## src/rtl/fp_issue_queue.sv

```systemverilog
// fp_issue_queue: FP reservation station that buffers dispatched instructions,
// captures missing operands from the CDB and issues ready ones to the FPU.
module fp_issue_queue #(
    parameter int DEPTH       = 4,
    parameter int EU_CTL_LEN  = 4,
    parameter int FLEN        = 64,
    parameter int ROB_IDX_LEN = 5
) (
    input  logic                   clk_i,
    input  logic                   rst_i,
    input  logic                   flush_i,
    input  logic                   issue_valid_i,
    output logic                   issue_ready_o,
    input  logic [EU_CTL_LEN-1:0]  issue_ctl_i,
    input  logic [2:0]             issue_rm_i,
    input  logic [ROB_IDX_LEN-1:0] issue_rob_idx_i,
    input  logic                   issue_rs1_ready_i,
    input  logic [ROB_IDX_LEN-1:0] issue_rs1_idx_i,
    input  logic [FLEN-1:0]        issue_rs1_value_i,
    input  logic                   issue_rs2_ready_i,
    input  logic [ROB_IDX_LEN-1:0] issue_rs2_idx_i,
    input  logic [FLEN-1:0]        issue_rs2_value_i,
    input  logic                   issue_rs3_ready_i,
    input  logic [ROB_IDX_LEN-1:0] issue_rs3_idx_i,
    input  logic [FLEN-1:0]        issue_rs3_value_i,
    input  logic                   cdb_valid_i,
    input  logic [ROB_IDX_LEN-1:0] cdb_idx_i,
    input  logic [FLEN-1:0]        cdb_value_i,
    output logic                   eu_valid_o,
    input  logic                   eu_ready_i,
    output logic [EU_CTL_LEN-1:0]  eu_ctl_o,
    output logic [2:0]             eu_rm_o,
    output logic [ROB_IDX_LEN-1:0] eu_rob_idx_o,
    output logic [FLEN-1:0]        eu_rs1_value_o,
    output logic [FLEN-1:0]        eu_rs2_value_o,
    output logic [FLEN-1:0]        eu_rs3_value_o
);
    localparam int IW = DEPTH > 1 ? $clog2(DEPTH) : 1;

    typedef enum logic [1:0] {EMPTY, WAIT_OPS, READY} state_t;

    state_t                 state_q [DEPTH];
    state_t                 state_d [DEPTH];
    logic [EU_CTL_LEN-1:0]  ctl_q   [DEPTH];
    logic [2:0]             rm_q    [DEPTH];
    logic [ROB_IDX_LEN-1:0] rob_q   [DEPTH];
    logic [2:0]             rdy_q   [DEPTH];
    logic [2:0]             cap     [DEPTH];
    logic [ROB_IDX_LEN-1:0] idx_q   [DEPTH][3];
    logic [FLEN-1:0]        val_q   [DEPTH][3];

    logic [2:0]             in_rdy;
    logic [2:0]             in_hit;
    logic [ROB_IDX_LEN-1:0] in_idx [3];
    logic [FLEN-1:0]        in_val [3];

    logic          alloc, hs, sel_valid, lock_q;
    logic [IW-1:0] alloc_idx, sel_idx, lock_idx_q;

    assign in_rdy = {issue_rs3_ready_i, issue_rs2_ready_i, issue_rs1_ready_i};
    assign in_idx = '{issue_rs1_idx_i, issue_rs2_idx_i, issue_rs3_idx_i};
    assign in_val = '{issue_rs1_value_i, issue_rs2_value_i, issue_rs3_value_i};

    // Free-slot and issue selection look only at registered state, so eu_* never
    // depends combinationally on cdb_* or issue_*.
    always_comb begin
        issue_ready_o = 1'b0;
        alloc_idx     = '0;
        sel_valid     = lock_q;
        sel_idx       = lock_q ? lock_idx_q : '0;
        for (int i = DEPTH - 1; i >= 0; i--) begin
            if (state_q[i] == EMPTY) begin
                issue_ready_o = 1'b1;
                alloc_idx     = IW'(i);
            end
            if (!lock_q && state_q[i] == READY) begin
                sel_valid = 1'b1;
                sel_idx   = IW'(i);
            end
        end
    end

    assign alloc = issue_valid_i & issue_ready_o;
    assign hs    = sel_valid & eu_ready_i;

    always_comb begin
        for (int j = 0; j < 3; j++)
            in_hit[j] = ~in_rdy[j] & cdb_valid_i & (cdb_idx_i == in_idx[j]);
        for (int i = 0; i < DEPTH; i++) begin
            for (int j = 0; j < 3; j++)
                cap[i][j] = (state_q[i] == WAIT_OPS) & ~rdy_q[i][j] & cdb_valid_i &
                            (cdb_idx_i == idx_q[i][j]);
            state_d[i] = flush_i ? EMPTY
                : (state_q[i] == EMPTY && alloc && alloc_idx == IW'(i)) ? (&(in_rdy | in_hit) ? READY : WAIT_OPS)
                : (state_q[i] == WAIT_OPS && &(rdy_q[i] | cap[i])) ? READY
                : (state_q[i] == READY && hs && sel_idx == IW'(i)) ? EMPTY
                : state_q[i];
        end
    end

    always_ff @(posedge clk_i) begin
        for (int i = 0; i < DEPTH; i++)
            state_q[i] <= rst_i ? EMPTY : state_d[i];
    end

    // The lock pins the offered entry until it is accepted.
    always_ff @(posedge clk_i) begin
        if (rst_i || flush_i || hs) begin
            lock_q     <= 1'b0;
            lock_idx_q <= '0;
        end else if (sel_valid) begin
            lock_q     <= 1'b1;
            lock_idx_q <= sel_idx;
        end
    end

    always_ff @(posedge clk_i) begin
        for (int i = 0; i < DEPTH; i++) begin
            if (alloc && alloc_idx == IW'(i) && !flush_i) begin
                ctl_q[i] <= issue_ctl_i;
                rm_q[i]  <= issue_rm_i;
                rob_q[i] <= issue_rob_idx_i;
                rdy_q[i] <= in_rdy | in_hit;
                for (int j = 0; j < 3; j++) begin
                    idx_q[i][j] <= in_idx[j];
                    val_q[i][j] <= in_rdy[j] ? in_val[j] : cdb_value_i;
                end
            end else begin
                for (int j = 0; j < 3; j++) begin
                    if (cap[i][j]) begin
                        rdy_q[i][j] <= 1'b1;
                        val_q[i][j] <= cdb_value_i;
                    end
                end
            end
        end
    end

    assign eu_valid_o     = sel_valid;
    assign eu_ctl_o       = sel_valid ? ctl_q[sel_idx] : '0;
    assign eu_rm_o        = sel_valid ? rm_q[sel_idx] : '0;
    assign eu_rob_idx_o   = sel_valid ? rob_q[sel_idx] : '0;
    assign eu_rs1_value_o = sel_valid ? val_q[sel_idx][0] : '0;
    assign eu_rs2_value_o = sel_valid ? val_q[sel_idx][1] : '0;
    assign eu_rs3_value_o = sel_valid ? val_q[sel_idx][2] : '0;
endmodule
```

## config.mk

```make
export PLATFORM = sky130hd
export DESIGN_NAME = fp_issue_queue
export DESIGN_NICKNAME = d
export VERILOG_FILES = /design/src/rtl/fp_issue_queue.sv
export SDC_FILE = /design/constraint.sdc
export NUM_CORES = 2
export LEC_CHECK = 0
export ABC_AREA = 1
export BUFFER_PORTS_ARGS = -buffer_cell sky130_fd_sc_hd__buf_2
export CAP_MARGIN = 20
export CORE_MARGIN = 2
export CORE_UTILIZATION = 45
export CTS_BUF_LIST = sky130_fd_sc_hd__clkbuf_8
export DETAILED_ROUTE_END_ITERATION = 16
export PLACE_DENSITY = 0.72
export SYNTH_ARGS = -nofsm -noshare
export SYNTH_HDL_FRONTEND = slang
export SYNTH_SLANG_ARGS = --single-unit
```

## constraint.sdc

```tcl
create_clock -name clk_i -period 4.26 [get_ports clk_i]
set_input_delay 0.426 -clock clk_i [delete_from_list [all_inputs] [get_ports clk_i]]
set_output_delay 0.426 -clock clk_i [all_outputs]
set_load 0.005 [all_outputs]
```

==> impl_metrics.py <==
metrics = {
    "power": {
        "finalPower_uw": 18900,
        "p_leak_uw": 0.0211,
        "worst_ir_drop_vdd_v": 0.000256,
        "powerDensity_nw_per_um2": 369,
    },
    "yosys": {
        "yosysTopAreaCellShare_pct": 59.5,
        "yosysWarnings": 0,
        "synth_seq_area_share_pct": 60.1,
        "yosysTopAreaCell": "edfxtp_1",
        "yosys_register_bits": 899,
        "ys_async_sr_fraction_pct": 0,
        "syn_area_sq_um": 44700,
        "synthDistinctLibCells": 33,
        "avgSynthCellArea_sq_um": 9.26,
        "yosys-top-cells-area": "edfxtp_1 59%, nand2_1 9.9%, o21ai_0 9.6%",
        "netlist_instances": 4826,
        "synth_edf_count": 885,
        "ys.flop_type": "edfxtp_1",
        "synth_fp_nets": 5123,
    },
    "critical_path": {
        "worstPathRequired_ps": 3830,
        "arrival_ps": 3550,
        "startpoint_type": "register",
        "startpoint": "state_q[3][1]$_SDFFE_PP0P_",
        "critical_path_class": "register to output pin",
        "worstReg2RegEnd": "val_q[3][156]$_DFFE_PP_",
        "end_kind": "output pin",
        "ff2ff_path_depth": 8,
        "reg2reg_from": "state_q[0][1]$_SDFFE_PP0P_",
        "reg2reg_setup_slack_ps": 1310,
        "crit_end": "eu_rs2_value_o[49]",
        "cp_max_fo": 58,
    },
    "clock_tree": {
        "cts_buffers": 153,
        "cts_tree": "yes",
        "cts_resized": 0,
        "clk_pin_slew_ps": 70,
        "cts_max_level": 4,
        "clkSinkCount": 899,
        "clockBufferDepth": 3,
        "clk_latency_ps": 860,
        "cts-root-buf": "clkbuf_8",
    },
    "run_status": {
        "outcome": "finished, final reports clean",
    },
    "floorplanning": {
        "dieWidth_um": 319,
        "initial_core_util_pct": 45.4,
        "coreArea_sq_um": 98400,
        "ios": 503,
        "fp.dieH_um": 319,
        "rows": 115,
        "die_area_sq_um": 102000,
    },
    "layout": {
        "multi_input_area_sq_um": 14800,
        "post_route_cells_drive_above_1_share_pct": 14.9,
        "instances_no_fill": 6582,
        "num-fill-cells": 8795,
        "num-nets-final": 5475,
        "seqCellArea_sq_um": 26900,
        "area.growth.synth_to_final_pct": 14.7,
    },
    "min_path": {
        "worstHoldStart": "flush_i",
        "hp-class": "input port to register",
    },
    "drt": {
        "drt-total-wl_um": 145000,
        "routed_via_density": 5.72,
        "drtIter0Drc": 5011,
        "wire_per_inst_um": 22.0,
        "num_vias": 37600,
        "drc": 0,
        "first_pass_iters": 8,
        "final_antenna_net_count": 0,
    },
    "sta": {
        "period_needed_ps": 3980,
        "skew_ps": 43.3,
        "relSlewSlack_pct": 30.9,
        "finalSetupViolations": 0,
        "slew_viol_final": 0,
        "tns_ps": 0,
        "rsz0062_at_grt": "false",
        "hold_viol_final": 0,
        "fmax_mhz": 252,
        "final.period_utilization_pct": 93.3,
        "max_slew.worst_pin.slew_ps": 1040,
    },
    "placed_design": {
        "portBuffers": 502,
        "routabilityCongestion": 0.880,
        "dpl.cell_count": 6280,
        "dpl.hpwl_um": 88000,
    },
    "grt": {
        "grt_use_total_pct": 27.8,
        "grt_max_degree": 131,
        "grt_pass1_vias": 35800,
        "grt_pass1_wl_um": 214000,
        "antenna_found_initial": 9,
        "grt-ovfl-total": 0,
    },
    "flow_run": {
        "drv_cap": 0,
    },
}
==> cell usage after synthesis (3+ instances only) <==
library cell  number
nand2_2            3
buf_6              7
o21ai_1          121
nor2_1           280
inv_2              9
o21ai_0          854
nand3_1           39
a22oi_1          204
nand4_1           14
nor2_2             3
clkbuf_1         221
nor3_1             5
edfxtp_1         885
nand2_1         1174
buf_2            142
buf_1             14
xor2_1            24
inv_1            369
dfxtp_1           14
buf_4             11
a21oi_1          418
==> state kept, by name, indices dropped and copies added (netlist names), 2 cells and up <==
name        flops
ctl_q          16
idx_q          60
lock_idx_q      2
rdy_q          12
rm_q           12
rob_q          20
state_q         8
val_q         768
==> cells by family (layout without fill, tap and decap cells) <==
kind of cell / count (synthesis) / in the layout / share of synthesized area, %
AOI/OAI and AO/OA: 1601 / 1601 / 19.1
xor gates and xnor gates: 24 / 24 / 0.471
buffers and inverters: 775 / 1239 / 7.13
DFF: 899 / 899 / 60.1
other: 0 / 5 / 0
and+or+nand+nor: 1527 / 1527 / 13.2
==> report_power, final <==
| group | internal, uW | leakage, uW | switching [uW] | total, uW |
|---|---|---|---|---|
| logic | 549 | 0.0114 | 1120 | 1670 |
| clock network | 3580 | 0.00156 | 3640 | 7220 |
| registers | 9960 | 0.00819 | 37.6 | 9990 |
| total | 14100 | 0.0211 | 4800 | 18900 |
==> what timing repair did <==
| item | 4_1_cts | 5_1_grt |
|---|---|---|
| setup buffers | 0 | 0 |
| hold buffers | 29 | 0 |
| endpoints found under the hold margin | 113 | 0 |
==> cell usage in the layout (no fill, tap or decap), types with 3 or more instances in the layout <==
cell,instances
a21oi_1,418
a22oi_1,204
buf_12,37
buf_2,499
buf_4,29
bufinv_16,3
clkbuf_8,154
clkinv_1,42
clkinv_2,8
clkinv_8,4
clkinvlp_4,3
dfxtp_1,14
diode_2,5
dlygate4sd3_1,29
edfxtp_1,885
inv_1,415
inv_2,8
inv_6,4
nand2_1,1161
nand2_4,13
nand3_1,34
nand3_4,6
nand4_1,14
nor2_1,277
nor2_2,5
nor2_4,3
nor3_1,5
o21ai_0,854
o21ai_1,121
xor2_1,24
==> worst min-delay path by stage <==
stage,slack (ps),endpoint,cells after the start
3_5_place_dp,470,lock_idx_q[0]$_SDFFE_PP0P_,2
3_3_place_gp,460,lock_idx_q[1]$_SDFFE_PP0P_,2
6_report,80,state_q[2][1]$_SDFFE_PP0P_,4
5_1_grt,60,state_q[2][1]$_SDFFE_PP0P_,4
2_1_floorplan,440,lock_idx_q[1]$_SDFFE_PP0P_,2
4_1_cts,10,state_q[2][1]$_SDFFE_PP0P_,4
==> worst max-delay path, cell delays in order, from the launching register on <==
cell and delay (ps):
dfxtp_1 400, inv_2 60, nor2_2 120, nand2_1 100
a21oi_2 220, nand2_1 160, inv_6 520, buf_12 360
a21oi_1 110, a21oi_1 370, buf_2 200
==> final cells by class <==
cell class | count | share of cell area (%)
inverters | 378 | 2.78
clock inverters | 113 | 1.23
multi-input cells | 3152 | 28.9
clock buffers | 154 | 4.14
diodes | 5 | 0.0244
repair buffers | 594 | 7.31
flip-flops and latches | 899 | 52.4
well taps | 1287 | 3.14
==> metal layers <==
metal	wire length, um	global-route usage [%]	share of wire (%)	vias to the layer above
li1	-	-	-	17400
met1	56400	36.1	39	17800
met2	68100	45.0	47	2178
met3	14700	5.36	10	332
met4	5820	12.9	4.0	6
met5	40	0	0.028	-
==> through the flow <==
stage | util [%] | hold slack, ps | setup WS, ps | area [sq um]
5_1_grt | 52.0 | 58.3 | 86.6 | 51200
6_report | 52.0 | 75.5 | 284 | 51200
2_1_floorplan | - | 441 | 101 | 44700
3_3_place_gp | 48.9 | 463 | 1240 | 48100
3_5_place_dp | 48.9 | 468 | 1210 | 48100
4_1_cts | 52.0 | 10.7 | 267 | 51200
No activity file was read; power rests on OpenSTA's default activity.
